File: config.mk
export PLATFORM = sky130hd
export DESIGN_NAME = axi_wr_burst_master
export DESIGN_NICKNAME = d
export VERILOG_FILES = /design/src/rtl/axi_wr_pkg.sv /design/src/rtl/axi_wr_burst_master.sv
export SDC_FILE = /design/constraint.sdc
export NUM_CORES = 1
export LEC_CHECK = 0
export CAP_MARGIN = 20
export CORE_AREA = 2 2 266 268
export CTS_CLUSTER_DIAMETER = 60
export DETAILED_ROUTE_END_ITERATION = 16
export DIE_AREA = 0 0 268 270
export PLACE_DENSITY_LB_ADDON = 0.15
export SLEW_MARGIN = 25
export SYNTH_ARGS = -nofsm -noshare
export SYNTH_HDL_FRONTEND = slang
export SYNTH_SLANG_ARGS = --single-unit
File: constraint.sdc
create_clock -name clk_domain_a -period 2.04 [get_ports clk_domain_a]
set_input_delay 0.408 -clock clk_domain_a [delete_from_list [all_inputs] [get_ports clk_domain_a]]
set_output_delay 0.408 -clock clk_domain_a [all_outputs]
set_load 0.03 [all_outputs]
File: src/rtl/axi_wr_pkg.sv
// Shared types and constants for the AXI4 write-burst master.
// Optional macro AXI_WR_4K_BOUNDARY_CHECK_EN adds the ERR state and the 4 KB page check.
package axi_wr_pkg;

   typedef enum logic [2:0] {
      ST_IDLE = 3'd0,
      ST_AW   = 3'd1,
      ST_W    = 3'd2,
      ST_B    = 3'd3
`ifdef AXI_WR_4K_BOUNDARY_CHECK_EN
      ,
      ST_ERR  = 3'd4
`endif
   } axi_wr_state_t;

   localparam logic [1:0] AXI_BURST_INCR  = 2'b01;
   localparam logic [1:0] AXI_RESP_OKAY   = 2'b00;
   localparam logic [1:0] AXI_RESP_SLVERR = 2'b10;
   localparam int         AXI_PAGE_BYTES  = 4096;

   // True when a burst of len+1 beats of strb_w bytes starting at page offset offs spills past the page.
   function automatic logic crosses_page(input logic [11:0] offs, input logic [7:0] len,
                                         input int strb_w);
      return (int'(offs) + (int'(len) + 1) * strb_w) > AXI_PAGE_BYTES;
   endfunction

endpackage

File: src/rtl/axi_wr_burst_master.sv
// Command + data stream to AXI4 INCR write bursts, one burst outstanding at a time.
// Macro AXI_WR_4K_BOUNDARY_CHECK_EN: reject bursts crossing a 4 KB page with SLVERR, no AXI traffic.
//
// state   | meaning
// --------+------------------------------------------------------------
// ST_IDLE | waiting for a command (blocked the cycle done_valid is high)
// ST_AW   | address phase, awaddr/awlen held from registers
// ST_W    | data beats passed straight through from din_*
// ST_B    | waiting for write response
// ST_ERR  | page-crossing command rejected, report SLVERR (macro only)
module axi_wr_burst_master
   import axi_wr_pkg::*;
#(
   parameter int  DATA_WIDTH = 256,
   parameter int  ADDR_WIDTH = 32,
   localparam int STRB_WIDTH = DATA_WIDTH / 8
) (
   input  logic                  clk_domain_a,
   input  logic                  rst,
   input  logic                  cmd_valid,
   output logic                  cmd_ready,
   input  logic [ADDR_WIDTH-1:0] cmd_addr,
   input  logic [7:0]            cmd_len,
   input  logic                  din_valid,
   output logic                  din_ready,
   input  logic [DATA_WIDTH-1:0] din_data,
   input  logic [STRB_WIDTH-1:0] din_strb,
   output logic                  done_valid,
   output logic [1:0]            done_resp,
   output logic                  axi_awvalid,
   input  logic                  axi_awready,
   output logic [ADDR_WIDTH-1:0] axi_awaddr,
   output logic [7:0]            axi_awlen,
   output logic [2:0]            axi_awsize,
   output logic [1:0]            axi_awburst,
   output logic                  axi_wvalid,
   input  logic                  axi_wready,
   output logic [DATA_WIDTH-1:0] axi_wdata,
   output logic [STRB_WIDTH-1:0] axi_wstrb,
   output logic                  axi_wlast,
   input  logic                  axi_bvalid,
   output logic                  axi_bready,
   input  logic [1:0]            axi_bresp
);

   axi_wr_state_t         state, state_nxt;
   logic [ADDR_WIDTH-1:0] addr_q;
   logic [7:0]            len_q;
   logic [7:0]            beat_cnt;
   logic                  cmd_hs, w_hs, b_hs, err_now;

   assign cmd_hs = cmd_valid && cmd_ready;
   assign w_hs   = axi_wvalid && axi_wready;
   assign b_hs   = axi_bvalid && axi_bready;

`ifdef AXI_WR_4K_BOUNDARY_CHECK_EN
   assign err_now = (state == ST_ERR);
`else
   assign err_now = 1'b0;
`endif

   assign axi_awaddr  = addr_q;
   assign axi_awlen   = len_q;
   assign axi_awsize  = 3'($clog2(STRB_WIDTH));
   assign axi_awburst = AXI_BURST_INCR;
   assign axi_wdata   = din_data;
   assign axi_wstrb   = din_strb;

   always_ff @(posedge clk_domain_a) begin
      if (rst) begin
         state      <= ST_IDLE;
         addr_q     <= '0;
         len_q      <= '0;
         beat_cnt   <= '0;
         done_valid <= 1'b0;
         done_resp  <= AXI_RESP_OKAY;
      end else begin
         state      <= state_nxt;
         done_valid <= b_hs || err_now;
         if (cmd_hs) begin
            addr_q   <= cmd_addr;
            len_q    <= cmd_len;
            beat_cnt <= '0;
         end else if (w_hs) begin
            beat_cnt <= beat_cnt + 8'd1;
         end
         if (err_now)
            done_resp <= AXI_RESP_SLVERR;
         else if (b_hs)
            done_resp <= axi_bresp;
      end
   end

   always_comb begin
      state_nxt   = state;
      cmd_ready   = 1'b0;
      axi_awvalid = 1'b0;
      axi_wvalid  = 1'b0;
      din_ready   = 1'b0;
      axi_wlast   = 1'b0;
      axi_bready  = 1'b0;
      case (state)
         ST_IDLE: begin
            // Held low through the done_valid cycle so the requester sees completion first.
            cmd_ready = !done_valid && !rst;
            if (cmd_valid && !done_valid) begin
`ifdef AXI_WR_4K_BOUNDARY_CHECK_EN
               if (crosses_page(cmd_addr[11:0], cmd_len, STRB_WIDTH))
                  state_nxt = ST_ERR;
               else
                  state_nxt = ST_AW;
`else
               state_nxt = ST_AW;
`endif
            end
         end
         ST_AW: begin
            axi_awvalid = 1'b1;
            if (axi_awready)
               state_nxt = ST_W;
         end
         ST_W: begin
            axi_wvalid = din_valid;
            din_ready  = axi_wready;
            axi_wlast  = (beat_cnt == len_q);
            if (din_valid && axi_wready && (beat_cnt == len_q))
               state_nxt = ST_B;
         end
         ST_B: begin
            axi_bready = 1'b1;
            if (axi_bvalid)
               state_nxt = ST_IDLE;
         end
`ifdef AXI_WR_4K_BOUNDARY_CHECK_EN
         ST_ERR: state_nxt = ST_IDLE;
`endif
         default: state_nxt = ST_IDLE;
      endcase
   end

endmodule

[Word-level counts from Yosys, hierarchy flattened]
Index checks and enable logic that the tools add are counted.
Cells by class
  add/subtract/negate cells: 1
  eq/ne operators: 8
  muxes and demuxes: 11
  reduce and logical (&&, ||, !) cells: 12
Operator list (number)
  two-way mux 3 bit: 4
  one-hot mux 3 bit (4 select lines): 1
  adder 8 x 1 -> 8 bit, second input constant: 1
  == test 8 bit: 1
  inequality test 2 bit, second input constant: 4
  logical AND 1 bit: 7
  == test 3 x 2 -> 1 bit, second input constant: 2
  two-way mux 1 bit: 6
  AND reduction 4 bit: 1
  == test 3 x 1 -> 1 bit, second input constant: 1
  zero test 3 bit: 1
  zero test 1 bit: 2
  OR reduction 2 bit: 1
Word-level totals
  register bits: 54
  input port bits: 337
  output and inout port bits: 342
  logic and storage cells: 38

[Logic depth before layout (Yosys ltp)]
  depth after elaboration: 5
  gate-level depth with buffers: 8
  mapped depth without buffers: 7

[Worst setup path before layout]
OpenSTA, ideal clock, no wires.
  path type: register to register
  start point: register state[0]
  end point: register len_q[0], in the netlist axi_awlen[0]
  setup time: 0.070 ns
  arrival: 1.694 ns
  data required time: 1.970 ns
  setup slack: 0.275 ns
  stages on the path, launching flop included: 9
  clock period less this slack: 1.765 ns
  cells stage by stage: dfxtp_1 > inv_1 > ha_1 > nor3b_2 > and2_1 > buf_2 > buf_2 > nand2_1 > a21oi_1
Between the ends
  longest elaborated chain between the ends: 3
RTL lines
  start, declared: RTL line axi_wr_burst_master.sv:46  | axi_wr_state_t state, state_nxt;
  start signal, assigned: RTL line axi_wr_burst_master.sv:78  | state <= state_nxt;
  zero test 3 bit: RTL line axi_wr_burst_master.sv:102  | case (state)
  two-way mux 1 bit: RTL line axi_wr_burst_master.sv:102
  via cmd_ready: RTL line axi_wr_burst_master.sv:21  | output logic cmd_ready,
  logical AND 1 bit: RTL line axi_wr_burst_master.sv:52  | assign cmd_hs = cmd_valid && cmd_ready;
  end signal, assigned: RTL line axi_wr_burst_master.sv:82  | len_q <= cmd_len;
  end, declared: RTL line axi_wr_burst_master.sv:48  | logic [7:0] len_q;
The timed path passes the listed nets, and every way through them passes these cells.
A chain may end at the register's enable or synchronous reset.

[Final worst setup path]
  start point: register len_q[4], in the netlist axi_awlen[4]
  end point: output axi_wlast
Between the ends
  longest elaborated chain between the ends: 2
RTL lines
  == test 8 bit: RTL line axi_wr_burst_master.sv:125  | axi_wlast = (beat_cnt == len_q);
  two-way mux 1 bit: RTL line axi_wr_burst_master.sv:102
  end, declared: RTL line axi_wr_burst_master.sv:40  | output logic axi_wlast,
Every way passes these cells.

==> impl_metrics.tcl <==
set metrics [dict create \
    status "complete, but fails checks" \
    failed_checks "negative setup slack" \
    clock.fmax_mhz 486 \
    max_cap_viol_count 0 \
    grt_first_pass_wirelength_mm 20.9 \
    cts_buffers 5 \
    die_area_um2 72400 \
    reg2reg_slack_ns 0.31 \
    p_leak_nw 1.35 \
    rsz0062_at_grt "true" \
    ant_nets 0 \
    timing.rr.start "state[0]" \
    start_util_pct 6.23 \
    critPathSlowestCell "dfxtp_4" \
    final_cell_count_no_fill 1308 \
    path_clk_slew_ns 0.08 \
    async_reset_ff_share_pct 0 \
    slew_headroom_pct 62.3 \
    cts-root-buf "clkbuf_16" \
    vias_per_cell 1.97 \
    hold_depth 2 \
    synth_flop_cell "dfxtp_1" \
    synth.largest_area_cell "buf_4" \
    final_cell_area_um2 4560 \
    core_um2 69500 \
    first_global_vias 2787 \
    die_y_um 270 \
    htreeDepth 2 \
    worstHoldPathType "flip-flop to flip-flop" \
    yosysMostFrequentCell "buf_4" \
    vias 2576 \
    placed_cells 1298 \
    grt_max_degree 41 \
    avgSynthCellArea_um2 7.83 \
    ir_drop_uv 275 \
    crit_buf_inv 2 \
    ys_ff_latch 53 \
    syn_to_final_growth_pct 5.35 \
    grt_use_total_pct 4.25 \
    crit_type "flip-flop to output port" \
    yosys.area.top_type_share_pct 50.8 \
    slowest_delay_ns 0.37 \
    yosys-top-cells-count "buf_4, nand2_1, dfxtp_1, a21oi_1" \
    port-buffer-count 97 \
    grt_overflow 0 \
    cp.arrival_ns 1.65 \
    clockBufferDepth 2 \
    drv_slew 0 \
    holdBufCountCts 0 \
    synth-edff-count 0 \
    first_pass_iters 4 \
    hold_viol 0 \
    fin_crit_sh_pct 101 \
    yosys_warnings 0 \
    dieWidth_um 268 \
    place.gp.congestion 0.597 \
    setup-violations-final 1 \
    crit_path_end_kind "output port" \
    insertion_delay_ns 0.33 \
    total_power_mw 3.61 \
    holdPathEnd "axi_awaddr[26]" \
    setup.worst_path.start_class "flip-flop" \
    min_period_ns 2.06 \
    finalNetCount 708 \
    ys_seq_area_share_pct 24.5 \
    wirelength_mm 15.8 \
    crit_required_ns 1.63 \
    path_cells "xor2_1 -> nor4_1 -> buf_4 -> and3_4 -> buf_12" \
    route.detailed.drc 0 \
    setup_ws_ns -0.0176 \
    r2r_cells 7 \
    max_slew.worst_pin.slew_ns 0.565 \
    antenna_found_initial 1 \
    io_pins 679 \
    netlist_instances 553 \
    r2r_end "axi_awaddr[28]" \
    fp-row-count 97 \
    fin_skew_ns 0.00992 \
    pwr_density_cell_nw_per_um2 791 \
    synth_area_um2 4330 \
    placed_cell_area_um2 4390 \
    ys_types 29 \
    routedWlPerCell_um 12.1 \
    first_iter_violations 83 \
    numClockSinks 53 \
    hpwl_mm 12.1 \
    cts_tree "done" \
    synth.area.top_cells "buf_4, dfxtp_1, nand2_1, a21oi_1, xor2_1" \
    critPathTopFamily "simple AND/OR/NAND/NOR gates" \
    drive_gt1_share_pct 11.7 \
    hold_start "axi_awaddr[26]" \
    worst-path-max-fanout 2 \
    post-place-ws_ns 0.0427 \
]
## cell usage in the layout (no fill, tap or decap)
| master | Yosys | routed |
|---|---|---|
| a2111oi_0 | 2 | 2 |
| a21oi_1 | 42 | 42 |
| a31oi_1 | 1 | 1 |
| and2_2 | 2 | 3 |
| and3_1 | 4 | 4 |
| and3_4 | 0 | 1 |
| and4_4 | 1 | 1 |
| buf_12 | 0 | 7 |
| buf_2 | 5 | 1 |
| buf_4 | 293 | 13 |
| clkbuf_1 | 8 | 2 |
| clkbuf_16 | 0 | 5 |
| clkdlybuf4s50_1 | 0 | 90 |
| clkinvlp_4 | 0 | 1 |
| conb_1 | 2 | 5 |
| dfxtp_1 | 53 | 47 |
| dfxtp_2 | 0 | 5 |
| dfxtp_4 | 0 | 1 |
| diode_2 | 0 | 1 |
| dlygate4sd2_1 | 0 | 1 |
| ha_1 | 5 | 5 |
| inv_1 | 2 | 2 |
| mux2i_1 | 3 | 3 |
| nand2_1 | 86 | 85 |
| nand2_2 | 0 | 1 |
| nand2b_1 | 2 | 2 |
| nand3_1 | 2 | 2 |
| nand4_1 | 2 | 2 |
| nor2_1 | 11 | 11 |
| nor2_2 | 2 | 2 |
| nor2b_1 | 2 | 2 |
| nor3b_4 | 0 | 1 |
| nor4_1 | 2 | 1 |
| nor4_2 | 0 | 1 |
| xnor2_1 | 4 | 4 |
| xor2_1 | 11 | 11 |
## state kept, by name (all words and copies together) (netlist names)
register / cells
axi_awaddr: 32
axi_awlen: 8
beat_cnt: 8
done_resp: 2
done_valid: 1
state: 2
## cell type report
cell class	instances	area (µm²)
diodes	1	2.50
clock buffers	7	133
clock inverters	1	7.51
fillers	8192	65000
inverters	2	7.51
multi-input cells	192	1010
flip-flops and latches	53	1070
well taps	940	1180
repair buffers	112	1150
## what timing repair did
action                     in CTS  in global routing
hold endpoints to repair        0                  0
setup buffers                   1                  0
gates resized for setup         9                  2
pin swaps                       2                  1
setup endpoints to repair       2                  2
## cells by family (layout without fill, tap and decap cells)
| logic type | after synthesis | in the layout | share of synthesized area [%] |
|---|---|---|---|
| multiplexers | 3 | 3 | 0.694 |
| adder cells (fa/ha/maj) | 5 | 5 | 1.45 |
| flip-flops | 53 | 53 | 24.5 |
| AND/OR/NAND/NOR | 119 | 119 | 11.9 |
| other | 2 | 6 | 0.173 |
| buffers and inverters | 311 | 122 | 52.9 |
| AO/OA/AOI/OAI | 45 | 45 | 5.40 |
| XOR/XNOR | 15 | 15 | 3.03 |
## worst max-delay path by stage
stage,start,to,depth (start not counted)
2_1_floorplan,state[0],axi_awlen[0],8
3_3_place_gp,axi_bvalid,state[1],7
3_5_place_dp,axi_bvalid,state[1],7
4_1_cts,axi_awlen[4],axi_wlast,5
5_1_grt,axi_awlen[4],axi_wlast,5
6_report,axi_awlen[4],axi_wlast,5
## routing by layer
layer  part of all wire (%)  GRT usage (%)
met5                      0              0
met4                    9.7           4.31
met3                     15           2.94
met2                     43           6.11
met1                     33           3.86
## worst register-to-register path, delay by kind of cell (launching register included)
kind	cells	cell delay, ns
and+or+nand+nor	3	0.63
DFF	1	0.35
buffers and inverters	2	0.32
adders and majority gates	1	0.23
AOI/OAI and AO/OA	1	0.07
## metrics by stage
step / utilization, % / hold slack [ns] / TNS (ns)
3_3_place_gp: 6.31 / 0.442 / 0
2_1_floorplan: - / 0.510 / 0
5_1_grt: 6.55 / 0.476 / -0.120
4_1_cts: 6.54 / 0.464 / -0.0967
6_report: 6.56 / 0.457 / -0.0176
3_5_place_dp: 6.31 / 0.450 / 0
## where the power goes
group	switching [mW]	total [mW]	internal [mW]
clock	0.514	0.976	0.462
sequential	0.0896	1.24	1.15
combinational	0.778	1.39	0.613
total	1.38	3.61	2.23
No activity file was read; power rests on OpenSTA's default activity.
